File: src/rtl/vx_stream_mux_pkg.sv
// Shared constants for the stream multiplexer: output buffer stage encodings.
package vx_stream_mux_pkg;

  localparam int unsigned BUF_NONE = 0;
  localparam int unsigned BUF_PIPE = 1;
  localparam int unsigned BUF_SKID = 2;

endpackage

File: src/rtl/vx_stream_mux_stage.sv
// Elastic register stage: a single pipe register (BUF_PIPE) or a main+skid pair (BUF_SKID).
module vx_stream_mux_stage
  import vx_stream_mux_pkg::*;
#(
  parameter int unsigned DATAW = 1,
  parameter int unsigned MODE  = BUF_PIPE
) (
  input  logic             clk,
  input  logic             reset_n,
  input  logic             valid_i,
  input  logic [DATAW-1:0] data_i,
  output logic             ready_o,
  output logic             valid_o,
  output logic [DATAW-1:0] data_o,
  input  logic             ready_i
);

  logic             valid_q, valid_d;
  logic [DATAW-1:0] data_q, data_d;

  if (MODE == BUF_SKID) begin : g_skid
    logic             skid_full_q, skid_full_d;
    logic [DATAW-1:0] skid_q, skid_d;
    logic             push, pop;

    // Ready comes straight from a flop, so upstream never sees ready_i combinationally.
    assign ready_o = !skid_full_q;
    assign push    = valid_i && !skid_full_q;
    assign pop     = valid_q && ready_i;

    always_comb begin
      valid_d     = valid_q;
      data_d      = data_q;
      skid_full_d = skid_full_q;
      skid_d      = skid_q;
      if (skid_full_q) begin
        if (pop) begin
          data_d      = skid_q;
          skid_full_d = 1'b0;
        end
      end else if (push) begin
        if (!valid_q || pop) begin
          valid_d = 1'b1;
          data_d  = data_i;
        end else begin
          skid_full_d = 1'b1;
          skid_d      = data_i;
        end
      end else if (pop) begin
        valid_d = 1'b0;
      end
    end

    always_ff @(posedge clk) begin
      if (!reset_n) begin
        skid_full_q <= 1'b0;
        skid_q      <= '0;
      end else begin
        skid_full_q <= skid_full_d;
        skid_q      <= skid_d;
      end
    end
  end else begin : g_pipe
    assign ready_o = !valid_q || ready_i;

    always_comb begin
      valid_d = valid_q;
      data_d  = data_q;
      if (ready_o && valid_i) begin
        valid_d = 1'b1;
        data_d  = data_i;
      end else if (ready_i) begin
        valid_d = 1'b0;
      end
    end
  end

  always_ff @(posedge clk) begin
    if (!reset_n) begin
      valid_q <= 1'b0;
      data_q  <= '0;
    end else begin
      valid_q <= valid_d;
      data_q  <= data_d;
    end
  end

  assign valid_o = valid_q;
  assign data_o  = data_q;

`ifndef SYNTHESIS
  logic             held_q;
  logic [DATAW-1:0] held_data_q;

  // A stalled output must stay valid with unchanged data until it is taken.
  always_ff @(posedge clk) begin
    held_q      <= reset_n && valid_o && !ready_i;
    held_data_q <= data_o;
    if (reset_n && held_q) begin
      assert (valid_o && (data_o == held_data_q))
      else $error("valid_out dropped or data changed without a handshake");
    end
  end
`endif

endmodule

File: src/rtl/vx_stream_mux.sv
// N-to-1 stream multiplexer with valid/ready flow control and an optional output buffer stage.
module vx_stream_mux
  import vx_stream_mux_pkg::*;
#(
  parameter int unsigned DATAW      = 1,
  parameter int unsigned N          = 1,
  parameter int unsigned SEL_ONEHOT = 0,
  parameter int unsigned LN         = $clog2(N),
  parameter int unsigned SELW       = (SEL_ONEHOT != 0) ? N : ((LN > 0) ? LN : 1),
  parameter int unsigned OUT_BUF    = BUF_PIPE
) (
  input  logic                      clk,
  input  logic                      reset_n,
  input  logic [N-1:0]              valid_in,
  input  logic [N-1:0][DATAW-1:0]   data_in,
  output logic [N-1:0]              ready_in,
  input  logic [SELW-1:0]           sel_in,
  output logic                      valid_out,
  output logic [DATAW-1:0]          data_out,
  input  logic                      ready_out
);

  logic [N-1:0]     sel_hit;
  logic             sel_valid;
  logic [DATAW-1:0] sel_data;
  logic             accept;

  if (N == 1) begin : g_single
    logic unused_sel;
    assign unused_sel = ^sel_in;
    assign sel_hit    = 1'b1;
  end else if (SEL_ONEHOT != 0) begin : g_onehot
    assign sel_hit = N'(sel_in);
  end else begin : g_binary
    // Out-of-range binary selects match no channel.
    always_comb begin
      sel_hit = '0;
      for (int i = 0; i < int'(N); i++) begin
        sel_hit[i] = (sel_in == SELW'(i));
      end
    end
  end

  always_comb begin
    sel_valid = 1'b0;
    sel_data  = '0;
    for (int i = 0; i < int'(N); i++) begin
      if (sel_hit[i]) begin
        sel_valid = sel_valid | valid_in[i];
        sel_data  = sel_data | data_in[i];
      end
    end
  end

  if (OUT_BUF == BUF_NONE) begin : g_none
    logic unused_clk_rst;
    assign unused_clk_rst = clk ^ reset_n;
    assign accept         = ready_out;
    assign valid_out      = sel_valid;
    assign data_out       = sel_data;
    assign ready_in       = sel_hit & {N{accept}};
  end else begin : g_buf
    vx_stream_mux_stage #(
      .DATAW (DATAW),
      .MODE  (OUT_BUF)
    ) u_stage (
      .clk     (clk),
      .reset_n (reset_n),
      .valid_i (sel_valid),
      .data_i  (sel_data),
      .ready_o (accept),
      .valid_o (valid_out),
      .data_o  (data_out),
      .ready_i (ready_out)
    );
    // No channel may complete a transfer while reset is held.
    assign ready_in = reset_n ? (sel_hit & {N{accept}}) : '0;
  end

`ifndef SYNTHESIS
  if (SEL_ONEHOT != 0 && N > 1) begin : g_sel_chk
    always_ff @(posedge clk) begin
      if (reset_n) begin
        assert ($countones(sel_in) <= 1)
        else $error("one-hot sel_in has more than one bit set");
      end
    end
  end
`endif

endmodule

File: config.mk
export PLATFORM = sky130hd
export DESIGN_NAME = vx_stream_mux
export DESIGN_NICKNAME = d
export VERILOG_FILES = /design/src/rtl/vx_stream_mux_pkg.sv /design/src/rtl/vx_stream_mux_stage.sv /design/src/rtl/vx_stream_mux.sv
export SDC_FILE = /design/constraint.sdc
export NUM_CORES = 1
export LEC_CHECK = 0
export ABC_CLOCK_PERIOD_IN_PS = 800
export BUFFER_PORTS_ARGS = -buffer_cell sky130_fd_sc_hd__clkbuf_2
export CAP_MARGIN = 10
export CORE_AREA = 2 2 39 41
export DETAILED_ROUTE_END_ITERATION = 7
export DIE_AREA = 0 0 41 43
export GPL_TIMING_DRIVEN = 0
export PLACE_DENSITY = 0.33
export RECOVER_POWER = 25
export SLEW_MARGIN = 15
export SYNTH_ARGS = -nofsm -noshare
export SYNTH_HDL_FRONTEND = slang
export SYNTH_SLANG_ARGS = --single-unit
File: constraint.sdc
create_clock -name clk -period 0.8 [get_ports clk]
set_input_delay 0.08 -clock clk [delete_from_list [all_inputs] [get_ports clk]]
set_output_delay 0.08 -clock clk [all_outputs]
set_load 0.02 [all_outputs]
==> impl_metrics.tcl <==
set metrics [dict create \
    status "complete, but fails checks" \
    violations "negative setup slack" \
    crit_path_end_kind "output port" \
    clock_path_buffers 2 \
    clkTransAtPathRegs_ps 30 \
    io-pin-count 9 \
    initial_core_util_pct 6.06 \
    synth.distinct_cells 8 \
    critical_path_arrival_ps 880 \
    worst_slack_ps -158 \
    fin_hold_ws_ps 97.2 \
    syn_avg_cell_area_um2 9.31 \
    fp.dieH_um 43 \
    finalWirelength_um 277 \
    power.internal_mw 0.342 \
    drt_first_pass_iters 2 \
    hp-start "data_in" \
    synth-seq-area-share_pct 47.8 \
    period_share_pct 120 \
    p_per_area_mw_per_mm2 1980 \
    fin_crit_ps 958 \
    fin_setup_tns_ps -335 \
    numCtsBuffers 3 \
    seq_power_share_pct 25.5 \
    grtUsageTotal_pct 4.70 \
    grt_setup_unrepaired "yes" \
    grt_start_max_net_pins 5 \
    crit_fanout 2 \
    layout_commonest_cell "clkbuf_2" \
    r2r_slack_ps -80 \
    syn_to_final_growth_pct 166 \
    syn-num-nets 15 \
    hold_buffers 0 \
    core-area_mm2 0.00138 \
    final_antenna_net_count 0 \
    diodes 0 \
    reg2reg_depth 4 \
    holdPathEnd "g_buf.u_stage.data_o" \
    fmax_mhz 1040 \
    synth_cells 9 \
    finalInstanceArea_um2 223 \
    grt_overflow_total 0 \
    yosysWarnings 0 \
    pwr-share-comb_pct 18.4 \
    dieWidth_um 41 \
    grt_pass1_wl_um 469 \
    layout-drive-gt1-share_pct 72.7 \
    cts_tree "built" \
    nets 29 \
    drtIter0Drc 3 \
    drc 0 \
    slew_headroom_pct 91.7 \
    crit_type "flop to output port" \
    cts.sinks 2 \
    place_congestion 0.580 \
    clock_power_share_pct 56.0 \
    finalSetupViolations 3 \
    ir_worst_vdd_mv 0.496 \
    dpl_worst_slack_ps -13.5 \
    hold_violations 0 \
    cap_violations 0 \
    worst_clock_skew_ps 8.53 \
    portBuffers 7 \
    ys_ff_latch 2 \
    vias 118 \
    critPathLaunchType "flop" \
    rr_endpoint "g_buf.u_stage.data_o" \
    viasPerCell 3.11 \
    slew_violations 0 \
    dieArea_mm2 0.00176 \
    hold_path_depth 2 \
    place_area_um2 150 \
    tightest_slew_ps 123 \
    wl_per_cell_um 7.29 \
    antenna_found_initial 0 \
    hold_class "input port to flop" \
    swShare_pct 22.4 \
    clock-root-buffer "clkbuf_4" \
    grt_pass1_vias 135 \
    layout.cells.most_common_list "clkbuf_2, clkbuf_4, buf_8, buf_4" \
    htreeDepth 1 \
    post_synth_instance_area_um2 83.8 \
    switching_power_mw 0.0986 \
    required_ps 720 \
    leakage_nw 0.112 \
    rows 14 \
    r2r_start "g_buf.u_stage.valid_o" \
    insertion_delay_ps 230 \
]
worst max path at each step:
stage                                      from                   end  slack [ps]  cells past startpoint
final                     g_buf.u_stage.valid_o              ready_in        -160                      3
after global routing      g_buf.u_stage.valid_o              ready_in        -200                      3
after CTS                 g_buf.u_stage.valid_o              ready_in        -190                      3
after detailed placement  g_buf.u_stage.valid_o              ready_in         -10                      3
after global placement    g_buf.u_stage.valid_o              ready_in          -2                      3
after floorplan           g_buf.u_stage.valid_o  g_buf.u_stage.data_o          20                      3
worst max-delay path, stage by stage, from the launching register on:
cell	delay (ps)
dfxtp_4	340
nand2b_4	50
and2_4	140
buf_8	120
final cells by class:
| cell class | count | area [um2] |
|---|---|---|
| fill | 159 | 1160 |
| timing repair buffer | 9 | 78.8 |
| multi-input combinational | 6 | 48.8 |
| sequential | 2 | 45.0 |
| clock buffer | 4 | 26.3 |
| tap | 16 | 20.0 |
| inverter | 1 | 3.75 |
routing by layer:
metal	track usage, %	part of all wire (%)	wire length (um)
met4	6.00	0	0
met3	4.71	14	38
met5	0	0	0
met1	4.46	52	145
met2	4.69	34	94
flip-flops by register name, indices dropped and copies added (netlist names):
signal                 count
g_buf.u_stage.valid_o      1
g_buf.u_stage.data_o       1
cell families (layout without fill, tap and decap cells):
kind of cell	Yosys count	in the layout	share of synthesized area, %
buffers and inverters	1	14	4.47
and+or+nand+nor	3	3	20.9
DFF	2	2	47.8
AOI/OAI and AO/OA	3	3	26.9
Yosys cell counts, drive strengths merged:
cell    count  area, um2
nand2       1       3.75
and2        1       7.51
a21oi       1       5.00
a41o        1       10.0
inv         1       3.75
a21boi      1       7.51
nand2b      1       6.26
dfxtp       2       40.0
power groups by stage:
stage	registers, mW	clock network [mW]	logic, mW
floorplan	0.120	0	0.0198
global placement	0.112	0	0.0502
detailed placement	0.113	0	0.0524
CTS	0.112	0.264	0.0774
global route	0.113	0.278	0.0867
finish	0.112	0.247	0.0812
metrics by stage:
stage	cells	util [%]	total power, mW
global placement	32	10.8	0.162
detailed placement	32	10.8	0.165
finish	38	16.1	0.440
floorplan	9	-	0.140
CTS	38	15.9	0.454
global route	38	16.1	0.478
timing repair:
action / in CTS / in global routing
setup buffers: 2 / 0
resized for setup: 8 / 2
pin swaps: 1 / 0
endpoints found under the setup margin: 3 / 3
Power figures use the tool's default switching activity.
